`config.mk`:
```
export PLATFORM = sky130hd
export DESIGN_NAME = mole_scheduler
export DESIGN_NICKNAME = d
export VERILOG_FILES = /design/src/rtl/whack_pkg.sv /design/src/rtl/mole_lfsr.sv /design/src/rtl/mole_scheduler.sv
export SDC_FILE = /design/constraint.sdc
export NUM_CORES = 1
export LEC_CHECK = 0
export BUFFER_PORTS_ARGS = -buffer_cell sky130_fd_sc_hd__clkbuf_2
export CAP_MARGIN = 20
export CELL_PAD_IN_SITES_DETAIL_PLACEMENT = 1
export CELL_PAD_IN_SITES_GLOBAL_PLACEMENT = 1
export CORE_UTILIZATION = 48
export CTS_CLUSTER_SIZE = 24
export DETAILED_ROUTE_END_ITERATION = 10
export PLACE_DENSITY = 0.79
export SLEW_MARGIN = 20
export SYNTH_ARGS = -nofsm -noshare
export SYNTH_HDL_FRONTEND = slang
export SYNTH_SLANG_ARGS = --single-unit
```
`constraint.sdc`:
```
create_clock -name clk -period 6.6 [get_ports clk]
set_input_delay 1.32 -clock clk [delete_from_list [all_inputs] [get_ports clk]]
set_output_delay 1.32 -clock clk [all_outputs]
set_load 0.05 [all_outputs]
```
`src/rtl/whack_pkg.sv`:
```
// whack_pkg: shared state encoding and constants for the whack-a-mole scheduler.
package whack_pkg;
    typedef enum logic [1:0] {IDLE, RUN, OVER} state_t;
    localparam int NUM_HOLES = 9;
    localparam logic [3:0] POS_NONE = 4'd0;
    // key codes KEY_FIRST..KEY_LAST map onto holes 0..8
    localparam logic [3:0] KEY_FIRST = 4'd1;
    localparam logic [3:0] KEY_LAST = 4'd9;
    localparam int LIFE_MIN = 16;
    localparam int SPEEDUP_STEP = 8;
    localparam int SPEEDUP_HITS = 10;
    function automatic logic key_valid(input logic [3:0] pos);
        return pos != POS_NONE && pos >= KEY_FIRST && pos <= KEY_LAST;
    endfunction
endpackage

```
`src/rtl/mole_lfsr.sv`:
```
// mole_lfsr: free-running 16-bit Galois LFSR (x^16+x^14+x^13+x^11+1), low nibble exposed.
module mole_lfsr #(
    parameter logic [15:0] SEED = 16'hACE1
) (
    input  logic       clk,
    input  logic       rst,
    output logic [3:0] rnd
);
    logic [15:0] state;
    always_ff @(posedge clk or negedge rst)
        if (!rst) state <= SEED;
        else state <= {1'b0, state[15:1]} ^ (state[0] ? 16'hB400 : 16'h0000);
    assign rnd = state[3:0];
endmodule

```
`src/rtl/mole_scheduler.sv`:
```
// mole_scheduler: mole spawning, lifetimes, hit judging and round timer for whack-a-mole.
// Optional MOLE_SPEEDUP_EN shortens mole life by 8 ticks every 10 hits (floor 16).
module mole_scheduler
    import whack_pkg::*;
#(
    parameter int TICK_DIV = 1_000_000,
    parameter int SPAWN_TICKS = 50,
    parameter int LIFE_TICKS = 80,
    parameter int MAX_MOLES = 3,
    parameter int GAME_TICKS = 3000,
    parameter logic [15:0] LFSR_SEED = 16'hACE1
) (
    input  logic        clk,
    input  logic        rst,
    input  logic        start_game,
    input  logic [3:0]  one_pulse_pos,
    output logic [8:0]  map,
    output logic        hit_pulse,
    output logic        miss_pulse,
    output logic        timeout_pulse,
    output logic        game_active,
    output logic [11:0] time_left
);
    localparam int DIV_W = $clog2(TICK_DIV + 1);
    localparam int SPW = $clog2(SPAWN_TICKS + 1);

    state_t state, state_nxt;
    logic [DIV_W-1:0] div;
    logic [SPW-1:0] spawn_cnt;
    logic [6:0] life [NUM_HOLES];
    logic [6:0] life_load;
    logic [3:0] rnd, cand, hole, pop, spawn_idx, scan_idx;
    logic [4:0] scan_sum;
    logic [8:0] key_mask, hit_mask, exp_mask, spawn_mask, map_nxt;
    logic tick, key_ok, last_tick, spawn_due, run_go;

    mole_lfsr #(.SEED(LFSR_SEED)) u_lfsr (.clk(clk), .rst(rst), .rnd(rnd));

    always_ff @(posedge clk or negedge rst)
        if (!rst) state <= IDLE;
        else state <= state_nxt;

    always_comb begin
        tick = state == RUN && div == DIV_W'(TICK_DIV - 1);
        last_tick = tick && time_left == 12'd1;
        state_nxt = start_game ? RUN : (state == RUN && last_tick) ? OVER : state;
        run_go = state == RUN && !start_game && !last_tick;
        key_ok = state == RUN && key_valid(one_pulse_pos);
        hole = one_pulse_pos - KEY_FIRST;
        key_mask = key_ok ? (9'd1 << hole) : 9'd0;
        hit_mask = key_mask & map;
        pop = 4'd0;
        for (int i = 0; i < NUM_HOLES; i++) begin
            exp_mask[i] = tick && map[i] && life[i] == 7'd1;
            pop = pop + {3'd0, map[i]};
        end
        spawn_due = tick && spawn_cnt == SPW'(SPAWN_TICKS - 1) && pop < 4'(MAX_MOLES);
        cand = rnd >= 4'd9 ? rnd - 4'd9 : rnd;
        // scan from the far end so the nearest free hole after cand wins; hit/expiring holes stay occupied
        spawn_idx = 4'd0;
        scan_sum = 5'd0;
        scan_idx = 4'd0;
        for (int k = NUM_HOLES - 1; k >= 0; k--) begin
            scan_sum = {1'b0, cand} + 5'(k);
            scan_idx = scan_sum >= 5'd9 ? 4'(scan_sum - 5'd9) : scan_sum[3:0];
            if (!map[scan_idx]) spawn_idx = scan_idx;
        end
        spawn_mask = spawn_due ? (9'd1 << spawn_idx) : 9'd0;
        map_nxt = (map & ~hit_mask & ~exp_mask) | spawn_mask;
    end

    always_ff @(posedge clk or negedge rst) begin
        if (!rst) begin
            map <= 9'd0;
            hit_pulse <= 1'b0;
            miss_pulse <= 1'b0;
            timeout_pulse <= 1'b0;
            game_active <= 1'b0;
            time_left <= 12'd0;
            div <= '0;
            spawn_cnt <= '0;
            for (int i = 0; i < NUM_HOLES; i++) life[i] <= 7'd0;
        end else begin
            game_active <= state_nxt == RUN;
            hit_pulse <= run_go && |hit_mask;
            miss_pulse <= run_go && key_ok && ~|hit_mask;
            timeout_pulse <= run_go && |(exp_mask & ~hit_mask);
            if (start_game) begin
                map <= 9'd0;
                div <= '0;
                spawn_cnt <= '0;
                time_left <= 12'(GAME_TICKS);
            end else if (state == RUN) begin
                map <= last_tick ? 9'd0 : map_nxt;
                div <= tick ? '0 : div + 1'b1;
                if (tick) begin
                    time_left <= time_left - 12'd1;
                    spawn_cnt <= spawn_cnt == SPW'(SPAWN_TICKS - 1) ? '0 : spawn_cnt + 1'b1;
                end
            end
            for (int i = 0; i < NUM_HOLES; i++)
                life[i] <= spawn_mask[i] ? life_load : (tick && map[i]) ? life[i] - 7'd1 : life[i];
        end
    end

`ifdef MOLE_SPEEDUP_EN
    logic [3:0] hit_cnt;
    always_ff @(posedge clk or negedge rst) begin
        if (!rst) begin
            hit_cnt <= 4'd0;
            life_load <= 7'(LIFE_TICKS);
        end else if (start_game) begin
            hit_cnt <= 4'd0;
            life_load <= 7'(LIFE_TICKS);
        end else if (state == RUN && |hit_mask) begin
            hit_cnt <= hit_cnt == 4'(SPEEDUP_HITS - 1) ? 4'd0 : hit_cnt + 4'd1;
            if (hit_cnt == 4'(SPEEDUP_HITS - 1))
                life_load <= life_load > 7'(LIFE_MIN + SPEEDUP_STEP) ? life_load - 7'(SPEEDUP_STEP) :
                             life_load > 7'(LIFE_MIN) ? 7'(LIFE_MIN) : life_load;
        end
    end
`else
    assign life_load = 7'(LIFE_TICKS);
`endif
endmodule

```
==> run metrics <==
cell depth of the worst flop-to-flop path 21; Post-Route WL 38000 um; EDFF count, synth 0; Port-buffer cells 31; Clock power frac 0.541; CP max FO 27; die height 154 um; flops & latches, synth about 130; slew margin rel. 0.375; DRC Markers 0; Sw Pwr 446 uW; Synth warnings 0; synthesis-to-layout area growth 10.2%; status completed; number of global-route vias before repair 11.2k; post-DR vias/cell 6.50; sw frac 0.239; Avg Inst Size Synth between 8 and 9 sq um; flop-to-flop setup slack 0.42 ns; Global Route Usage Sum 0.330; commonest non-fill, non-tap cells in the layout nor2_1 (150), dfrtp_1 (124), nand2_1 (120); Root Buffer clkbuf_16; fin. max-slew vios 0; leak pwr 5.21 nW; Logic pwr share 0.024; drt wl/cell between 20 and 25 um; # setup viols final 0; register share of total power 0.435; Arr. time, crit path 6.54 ns; maximum VDD drop 149 uV; Core Box Area 22700 sq um; P_int ~1.4 mW; CP most frequent cell buf_4; initial core utilization 0.491; unrepaired setup endpoints after global routing no; worst-margin pin slew 0.937 ns; CTS Hold Bufs 0; Hold Path Class reg -> reg; ant diodes 0; Buffers & Inverters on Critical Path 5; post-DP HPWL 26800 um; CTS tree done; Setup crit end kind flop; TritonCTS Buffers 17; predominant post-synthesis flop cell dfrtp_1; CTS sink count 132; share of flip-flops with an asynchronous set or reset 1.00; GRT overflow 0; ANT nets after route 0; routability congestion estimate about 0.96; worst setup margin 0.422 ns; cell family with most CP delay simple AND/OR/NAND/NOR gates; clk_skew roughly 0.02 ns; CP startpoint kind flop; IO Count 32; reg2reg start u_lfsr.state[0]; Max-Cap Viols 0; cell area after synthesis approximately 11000 sq um; pin count of the biggest net entering global routing between 70 and 80; H-tree depth 4; Die Area approximately 24000 sq um; Yosys top cell by area dfrtp_1; final hold violations 0; Setup WS pre-CTS 0.298 ns; setup_tns 0 ns; top cell type's share of synthesized area 0.278; initial antenna violation count 0; Die W 154 um; hold path depth 0; Slowest Stage Delay on Critical Path 0.54 ns; via count 10.8k; post-layout minimum cycle time 6.18 ns; Crit Reg-Reg Endpoint life[48]; cell area power density 152 nW/um^2; CTS clk-pin slew, worst paths 0.07 ns; Tcrit/Tclk final 0.936; first-pass GRT wire length approximately 61000 um; synth unique cells 101; Hold EP u_lfsr.state[11]; Final #Nets about 1.4k; cells after synthesis roughly 1.4k; Initial DRT Pass Iterations 5; iteration-0 DRC count of the detailed router 625; critical hold path startpoint u_lfsr.state[12]; most common cell after layout, fill and taps aside nor2_1; row count 55; Required @ worst endpoint slightly below 7 ns; worst path cell trace buf_4, ha_1, nand4b_1, buf_4, nand2_1, buf_4, ha_1, nand3b_1, mux2_2, a21oi_1, nor4b_1, xnor2_1, nor4bb_1, o31ai_2, buf_4, nor3_1, o211ai_1, a311oi_1, buf_4, and3_1, nand2b_1; highest clock rate 162 MHz; clock tree buffer depth 2; critical path class reg -> reg; Slowest-stage cell, CP ha_1; layout cells sized above 1 0.124; top post-synthesis cells by area dfrtp_1 (28%), ha_1 (5.3%), nor2_1 (5.1%); worst skew pair latency between 0.4 and 0.5 ns; Post-Syn Nets 1410; sequential-to-total area share from yosys stat 0.297
==> worst max-delay path by stage <==
stage / start / to / slack, ns / depth (start not counted)
final: u_lfsr.state[0] / life[48] / 0.42 / 21
after global routing: u_lfsr.state[1] / life[48] / 0.04 / 19
after CTS: u_lfsr.state[1] / life[60] / 0.22 / 19
after detailed placement: u_lfsr.state[1] / life[60] / 0.30 / 19
after global placement: u_lfsr.state[1] / life[56] / 0.56 / 19
after floorplan: u_lfsr.state[0] / life[5] / 0.58 / 25
==> kinds of logic (layout without fill, tap and decap cells) <==
family | after synthesis | count (layout) | synth area share
multiplexers | 43 | 43 | 0.0448
buffers and inverters | 137 | 165 | 0.0506
AND/OR/NAND/NOR | 572 | 572 | 0.264
flip-flops | 132 | 132 | 0.297
AO/OA/AOI/OAI | 317 | 317 | 0.204
XOR/XNOR | 98 | 98 | 0.0770
adder cells (fa/ha/maj) | 52 | 52 | 0.0617
==> cell usage after synthesis, types with 33 or more instances <==
cell,n
a21oi_1,53
clkbuf_1,47
dfrtp_1,124
ha_1,47
inv_1,55
mux2i_1,33
nand2_1,120
nand2b_1,36
nand3_1,42
nor2_1,150
nor3_1,57
o21ai_0,61
xnor2_1,56
xor2_1,42
==> layer usage <==
layer / vias up / wire length (um) / GRT usage
met5: - / 0 / 0
met4: 0 / 1580 / 0.160
met3: 101 / 1910 / 0.0431
met2: 323 / 18100 / 0.555
met1: 5463 / 16400 / 0.420
li1: 4928 / - / -
==> worst register-to-register path: stages, from the launching register on <==
cell and delay (ns):
dfstp_2 0.53, buf_4 0.27, ha_1 0.37, nand4b_1 0.14, buf_4 0.20, nand2_1 0.10, buf_4 0.27, ha_1 0.54
nand3b_1 0.14, mux2_2 0.35, a21oi_1 0.35, nor4b_1 0.12, xnor2_1 0.28, nor4bb_1 0.52, o31ai_2 0.09, buf_4 0.19
nor3_1 0.36, o211ai_1 0.19, a311oi_1 0.37, buf_4 0.19, and3_1 0.33, nand2b_1 0.21
==> power groups by stage <==
stage               clock network, mW  registers [mW]  logic [mW]
floorplan                           0           0.829      0.0183
global placement                    0           0.828      0.0436
detailed placement                  0           0.828      0.0445
CTS                              1.02           0.813      0.0452
global route                     1.05           0.813      0.0509
finish                           1.01           0.813      0.0441
==> sequential cells by signal, indices dropped and copies added, names as in the netlist <==
| name | flops |
|---|---|
| map | 9 |
| state | 2 |
| miss_pulse | 1 |
| u_lfsr.state | 16 |
| life | 63 |
| game_active | 1 |
| spawn_cnt | 6 |
| time_left | 12 |
| hit_pulse | 1 |
| timeout_pulse | 1 |
| div | 20 |
==> stage by stage <==
stage | hold WS, ns | utilization | total power, mW | cell area (sq um) | cells
after detailed placement | 0.336 | 0.513 | 0.873 | 11600 | 1631
after global placement | 0.335 | 0.513 | 0.872 | 11600 | 1631
after global routing | 0.356 | 0.541 | 1.92 | 12300 | 1664
after floorplan | 0.331 | - | 0.848 | 11100 | 1351
final | 0.349 | 0.541 | 1.87 | 12300 | 1664
after CTS | 0.351 | 0.540 | 1.88 | 12300 | 1662
==> cell type report <==
class	instances	area, sq um
Timing Repair Buffer	75	492
Fill cell	2724	10400
Sequential cell	132	3310
Tap cell	285	357
Clock buffer	18	429
Multi-Input combinational cell	1082	7290
Inverter	59	224
Clock inverter	13	175
==> repair_timing <==
item / 4_1_cts / 5_1_grt
endpoints found under the setup margin: 0 / 71
buffers inserted: 0 / 2
resized for setup: 0 / 3
endpoints found under the hold margin: 0 / 0
Power figures use the tool's default switching activity.
